<file path="config.mk">
export PLATFORM = sky130hd
export DESIGN_NAME = fetch_queue_unit
export DESIGN_NICKNAME = d
export VERILOG_FILES = /design/src/rtl/fetch_queue_unit.sv
export SDC_FILE = /design/constraint.sdc
export NUM_CORES = 1
export LEC_CHECK = 0
export BUFFER_PORTS_ARGS = -buffer_cell sky130_fd_sc_hd__buf_2
export CORE_MARGIN = 2
export CORE_UTILIZATION = 52
export DETAILED_ROUTE_END_ITERATION = 8
export GPL_TIMING_DRIVEN = 0
export PLACE_DENSITY = 0.71
export SLEW_MARGIN = 25
export SYNTH_ARGS = -nofsm -noshare
export SYNTH_HDL_FRONTEND = slang
export SYNTH_SLANG_ARGS = --single-unit
export TNS_END_PERCENT = 30
</file>
<file path="constraint.sdc">
create_clock -name clk -period 5.65 [get_ports clk]
set_clock_uncertainty 0.1 [all_clocks]
set_input_delay 0 -clock clk [delete_from_list [all_inputs] [get_ports clk]]
set_output_delay 0 -clock clk [all_outputs]
set_load 0.02 [all_outputs]
</file>
<file path="src/rtl/fetch_queue_unit.sv">
// fetch_queue_unit
//   Instruction-fetch stage: owns the fetch PC, reads the instruction memory
//   combinationally and buffers {pc, instr, pred} entries in a DEPTH-entry
//   FIFO that decode drains through a valid/ready handshake.
//   A redirect flushes the queue and restarts fetch at the word-aligned target.
//
//   Optional feature macro: FETCH_BTFN_PREDICT_EN
//     defined   -> static backward-taken / forward-not-taken prediction on
//                  conditional branches (the entry's pred bit records it)
//     undefined -> sequential fetch only, id_pred_taken tied 0
//
//   Handshake: an entry moves to decode on any rising edge where
//   id_valid && id_ready. id_valid never depends on id_ready, and the head
//   entry (id_pc/id_instr/id_pred_taken) stays stable until it is accepted
//   or a redirect/reset flushes the queue.
module fetch_queue_unit #(
  parameter int unsigned     XLEN     = 64,
  parameter int unsigned     DEPTH    = 4,
  parameter logic [XLEN-1:0] RESET_PC = '0
) (
  input  logic                    clk,
  input  logic                    reset,
  output logic [XLEN-1:0]         imem_addr,
  output logic                    imem_en,
  input  logic [31:0]             imem_rdata,
  input  logic                    redirect_valid,
  input  logic [XLEN-1:0]         redirect_pc,
  output logic                    id_valid,
  input  logic                    id_ready,
  output logic [XLEN-1:0]         id_pc,
  output logic [31:0]             id_instr,
  output logic                    id_pred_taken,
  output logic [$clog2(DEPTH):0]  q_count
);

  localparam int unsigned AW = $clog2(DEPTH);
  localparam int unsigned CW = AW + 1;
  localparam logic [31:0]    NOP_INSTR  = 32'h0000_0013;
  localparam logic [CW-1:0]  FULL_COUNT = CW'(DEPTH);

  // Fetch state and queue bookkeeping
  logic [XLEN-1:0] r_fetch_pc;
  logic [AW-1:0]   r_rd_ptr;
  logic [AW-1:0]   r_wr_ptr;
  logic [CW-1:0]   r_count;

  // Queue storage (contents need no reset; they are only visible when count!=0)
  logic [XLEN-1:0] r_q_pc    [DEPTH];
  logic [31:0]     r_q_instr [DEPTH];

  logic            w_empty;
  logic            w_full;
  logic            w_pop;
  logic            w_enq;
  logic [XLEN-1:0] w_next_pc;
  logic            w_unused_redirect_lsbs;

  // The redirect target is forced word-aligned, so its two low bits are dropped
  assign w_unused_redirect_lsbs = ^redirect_pc[1:0];

  assign w_empty = (r_count == '0);
  assign w_full  = (r_count == FULL_COUNT);

  // Redirect squashes the presented head, so decode can never consume it
  assign id_valid = !w_empty && !redirect_valid;
  assign w_pop    = id_valid && id_ready;

  // A full queue may still accept a fetch in the cycle its head leaves.
  // Reset gates the strobe so it reads 0 immediately on async assertion.
  assign imem_en   = !reset && !redirect_valid && (!w_full || w_pop);
  assign w_enq     = imem_en;
  assign imem_addr = r_fetch_pc;
  assign q_count   = r_count;

  // Head entry is presented combinationally; an empty queue shows a NOP
  assign id_pc    = w_empty ? '0 : r_q_pc[r_rd_ptr];
  assign id_instr = w_empty ? NOP_INSTR : r_q_instr[r_rd_ptr];

`ifdef FETCH_BTFN_PREDICT_EN
  logic            r_q_pred [DEPTH];
  logic            w_bwd_branch;
  logic [XLEN-1:0] w_br_offset;

  // Conditional branch with a negative offset is predicted taken
  assign w_bwd_branch = (imem_rdata[6:0] == 7'b1100011) && imem_rdata[31];
  assign w_br_offset  = {{(XLEN-12){imem_rdata[31]}}, imem_rdata[7],
                         imem_rdata[30:25], imem_rdata[11:8], 1'b0};
  assign w_next_pc    = w_bwd_branch ? (r_fetch_pc + w_br_offset)
                                     : (r_fetch_pc + XLEN'(4));
  assign id_pred_taken = w_empty ? 1'b0 : r_q_pred[r_rd_ptr];

  // Record the prediction alongside the fetched entry
  always_ff @(posedge clk) begin
    if (w_enq) begin
      r_q_pred[r_wr_ptr] <= w_bwd_branch;
    end
  end
`else
  assign w_next_pc     = r_fetch_pc + XLEN'(4);
  assign id_pred_taken = 1'b0;
`endif

  // Write the fetched {pc, instr} pair into the tail slot
  always_ff @(posedge clk) begin
    if (w_enq) begin
      r_q_pc[r_wr_ptr]    <= r_fetch_pc;
      r_q_instr[r_wr_ptr] <= imem_rdata;
    end
  end

  // Fetch PC, pointers and occupancy; redirect overrides enqueue and pop
  always_ff @(posedge clk or posedge reset) begin
    if (reset) begin
      r_fetch_pc <= RESET_PC;
      r_rd_ptr   <= '0;
      r_wr_ptr   <= '0;
      r_count    <= '0;
    end else if (redirect_valid) begin
      r_fetch_pc <= {redirect_pc[XLEN-1:2], 2'b00};
      r_rd_ptr   <= '0;
      r_wr_ptr   <= '0;
      r_count    <= '0;
    end else begin
      if (w_enq) begin
        r_fetch_pc <= w_next_pc;
        r_wr_ptr   <= r_wr_ptr + AW'(1);
      end
      if (w_pop) begin
        r_rd_ptr <= r_rd_ptr + AW'(1);
      end
      r_count <= r_count + CW'(w_enq) - CW'(w_pop);
    end
  end

endmodule

</file>
==> results_dict.tcl <==
set metrics [dict create \
    core_um2 34700 \
    grt-ovfl-total 0 \
    root_buffer "clkbuf_16" \
    ios 266 \
    place_ws_ns 2.63 \
    fin_nets 1638 \
    drt_wl_total_mm 45.3 \
    cts_sinks 445 \
    async_reset_ff_share_pct 15.5 \
    synth.top_cells.by_count "edfxtp_1, and2_1, mux4_2, nand2_1, dfrtp_1" \
    synth_seq_cells 445 \
    start_util_pct 53.1 \
    ctsLongestPathBuffers 3 \
    synth_most_common_cell "edfxtp_1" \
    die_area_um2 37000 \
    synthCells 1118 \
    cts_setup_buffers 0 \
    p_leak_nw 8.21 \
    avgViaCountPerCell 5.74 \
    r2r_setup_slack_ns 2.65 \
    finalNonFillerCells 2023 \
    setup_slack_ns 2.19 \
    grt_pass1_wl_mm 68.5 \
    fin_util_pct 66.4 \
    synth.area.top_cells "edfxtp_1, mux4_2, dfrtp_1" \
    rsz0062_at_grt "false" \
    hold_viol 0 \
    min_period_over_period_pct 61.2 \
    grt_pass1_vias 11800 \
    slew_violations 0 \
    grt_max_degree 38 \
    row_count 68 \
    ir_drop_v 0.000321 \
    tightest_slew_ns 0.934 \
    antenna_found_initial 1 \
    numCtsBuffers 45 \
    synth_area_um2 18400 \
    max_freq_mhz 289 \
    start_kind "register" \
    max-slew-margin-rel_pct 37.7 \
    synth_edf_count 376 \
    gp_congestion 0.844 \
    clkLatencyLatePin_ns 0.55 \
    yosys_warnings 0 \
    p_per_area_nw_per_um2 400 \
    die_height_um 192 \
    arrival_ns 3.36 \
    ys.flop_type "edfxtp_1" \
    crit_type "reg -> out" \
    netlist.top_cell.by_area "edfxtp_1" \
    status "completed" \
    dp_hpwl_mm 29.2 \
    synthDistinctLibCells 48 \
    ant_nets 0 \
    setup_viol 0 \
    grt_usage_pct 24.9 \
    drv_cap 0 \
    wl_per_cell_um 22.4 \
    cp-end-kind "output pin" \
    drive_gt1_share_pct 28.8 \
    htree_levels 2 \
    die_w_um 192 \
    yosys.area.top_type_share_pct 61.2 \
    ys_seq_area_share_pct 70.6 \
    required_ns 5.55 \
    drt-pass1-iter-count 5 \
    fin_crit_ns 3.46 \
    portBuffers 256 \
    syn_avg_cell_area_um2 16.5 \
    clk_pin_slew_worst_paths_ns 0.06 \
    syn_to_final_growth_pct 25.0 \
    worstPathMaxFanout 10 \
    vias 11600 \
    drt_iter0_markers 970 \
    final.setup.tns_ns 0 \
    dpl.cell_count 1843 \
    hold_class "in -> reg" \
    cts_tree "done" \
    drc 0 \
]
-- final cells by class --
cell class | instances | area (µm²)
multi-input cells | 599 | 5130
well taps | 455 | 569
inverters | 9 | 36.3
fillers | 2461 | 11700
flip-flops and latches | 445 | 13000
repair buffers | 362 | 2450
plain buffers | 69 | 290
diodes | 2 | 5.00
clock buffers | 54 | 1210
clock inverters | 28 | 334
-- cell families (layout without fill, tap and decap cells) --
| kind of cell | Yosys count | after routing | synth area share [%] |
|---|---|---|---|
| fa+ha+maj | 7 | 7 | 0.516 |
| compound gates | 80 | 80 | 2.65 |
| mux | 96 | 96 | 11.6 |
| flops | 445 | 445 | 70.6 |
| buf+inv | 78 | 522 | 1.76 |
| simple gates | 373 | 373 | 11.0 |
| xor+xnor | 38 | 38 | 1.81 |
| other cells | 1 | 7 | 0.0203 |
-- timing repair --
action / in CTS / in global routing
hold buffers: 96 / 0
hold endpoints to repair: 258 / 0
setup endpoints to repair: 0 / 0
resized for setup: 0 / 0
-- flip-flops by register name, summed over array words and instances, names as in the netlist --
| register | count |
|---|---|
| r_q_pc | 248 |
| q_count | 3 |
| r_rd_ptr | 2 |
| imem_addr | 62 |
| r_q_instr | 128 |
| r_wr_ptr | 2 |
-- critical path, cell delays in order (launching register included) --
cell,delay (ns)
dfrtp_1,0.32
clkbuf_1,0.43
buf_2,0.42
buf_1,0.71
mux4_2,0.60
and2_1,0.17
buf_2,0.15
-- metrics by stage --
step	hold slack, ns	area, µm²	power, mW
3_5_place_dp	0.112	20500	6.18
3_3_place_gp	0.106	20300	6.16
2_1_floorplan	-0.00113	18500	5.39
5_1_grt	0.0925	23000	9.59
6_report	0.0803	23000	9.23
4_1_cts	0.0603	23000	9.31
-- routing by layer --
| metal | vias to the layer above | track usage, % | routed length (µm) |
|---|---|---|---|
| met4 | 0 | 7.78 | 1300 |
| met5 | - | 0 | 0 |
| met2 | 471 | 40.7 | 22200 |
| met1 | 5870 | 34.6 | 18700 |
| met3 | 86 | 4.06 | 3130 |
| li1 | 5175 | - | - |
-- power breakdown --
group / switching (mW) / leakage, nW / internal (mW)
clock: 1.23 / 0.745 / 1.85
combinational: 1.30 / 3.24 / 0.901
sequential: 0.164 / 4.23 / 3.78
-- final timing paths --
kind | startpoint | endpoint | depth (start not counted)
worst min-delay path | redirect_valid | imem_addr[61] | 4
worst min register to register | imem_addr[18] | r_q_pc[3][18] | 0
max in group asynchronous | reset | imem_addr[34] | 4
min in group asynchronous | reset | imem_addr[29] | 3
worst max-delay path | r_rd_ptr[0] | id_instr[5] | 6
worst max register to register | imem_addr[2] | imem_addr[58] | 7
-- layout by cell type (no fill, tap or decap), types with 3 or more instances in the layout --
cell type / netlist / layout
a21oi_1: 3 / 3
a221o_1: 3 / 3
a22oi_1: 9 / 9
a31oi_1: 12 / 12
and2_1: 98 / 94
and2_4: 0 / 4
and3_1: 13 / 13
and4_1: 5 / 5
buf_1: 11 / 11
buf_12: 0 / 9
buf_2: 4 / 260
buf_4: 5 / 5
bufinv_16: 0 / 7
clkbuf_1: 48 / 54
clkbuf_16: 0 / 47
clkinv_1: 0 / 8
clkinv_2: 0 / 6
clkinvlp_4: 0 / 4
conb_1: 1 / 5
dfrtp_1: 69 / 69
dlygate4sd3_1: 0 / 96
edfxtp_1: 376 / 376
ha_1: 6 / 6
inv_1: 9 / 8
mux4_2: 94 / 94
nand2_1: 80 / 80
nand3_1: 41 / 41
nand4_1: 23 / 23
nor2_1: 32 / 32
nor2b_1: 14 / 14
nor3_1: 15 / 15
nor4_1: 11 / 9
o211ai_1: 4 / 4
o21ai_0: 42 / 42
or2_2: 4 / 4
or3_1: 12 / 12
or4_1: 18 / 18
xnor2_1: 24 / 24
xor2_1: 14 / 14
Note: power is estimated with default switching activity, not from simulation.
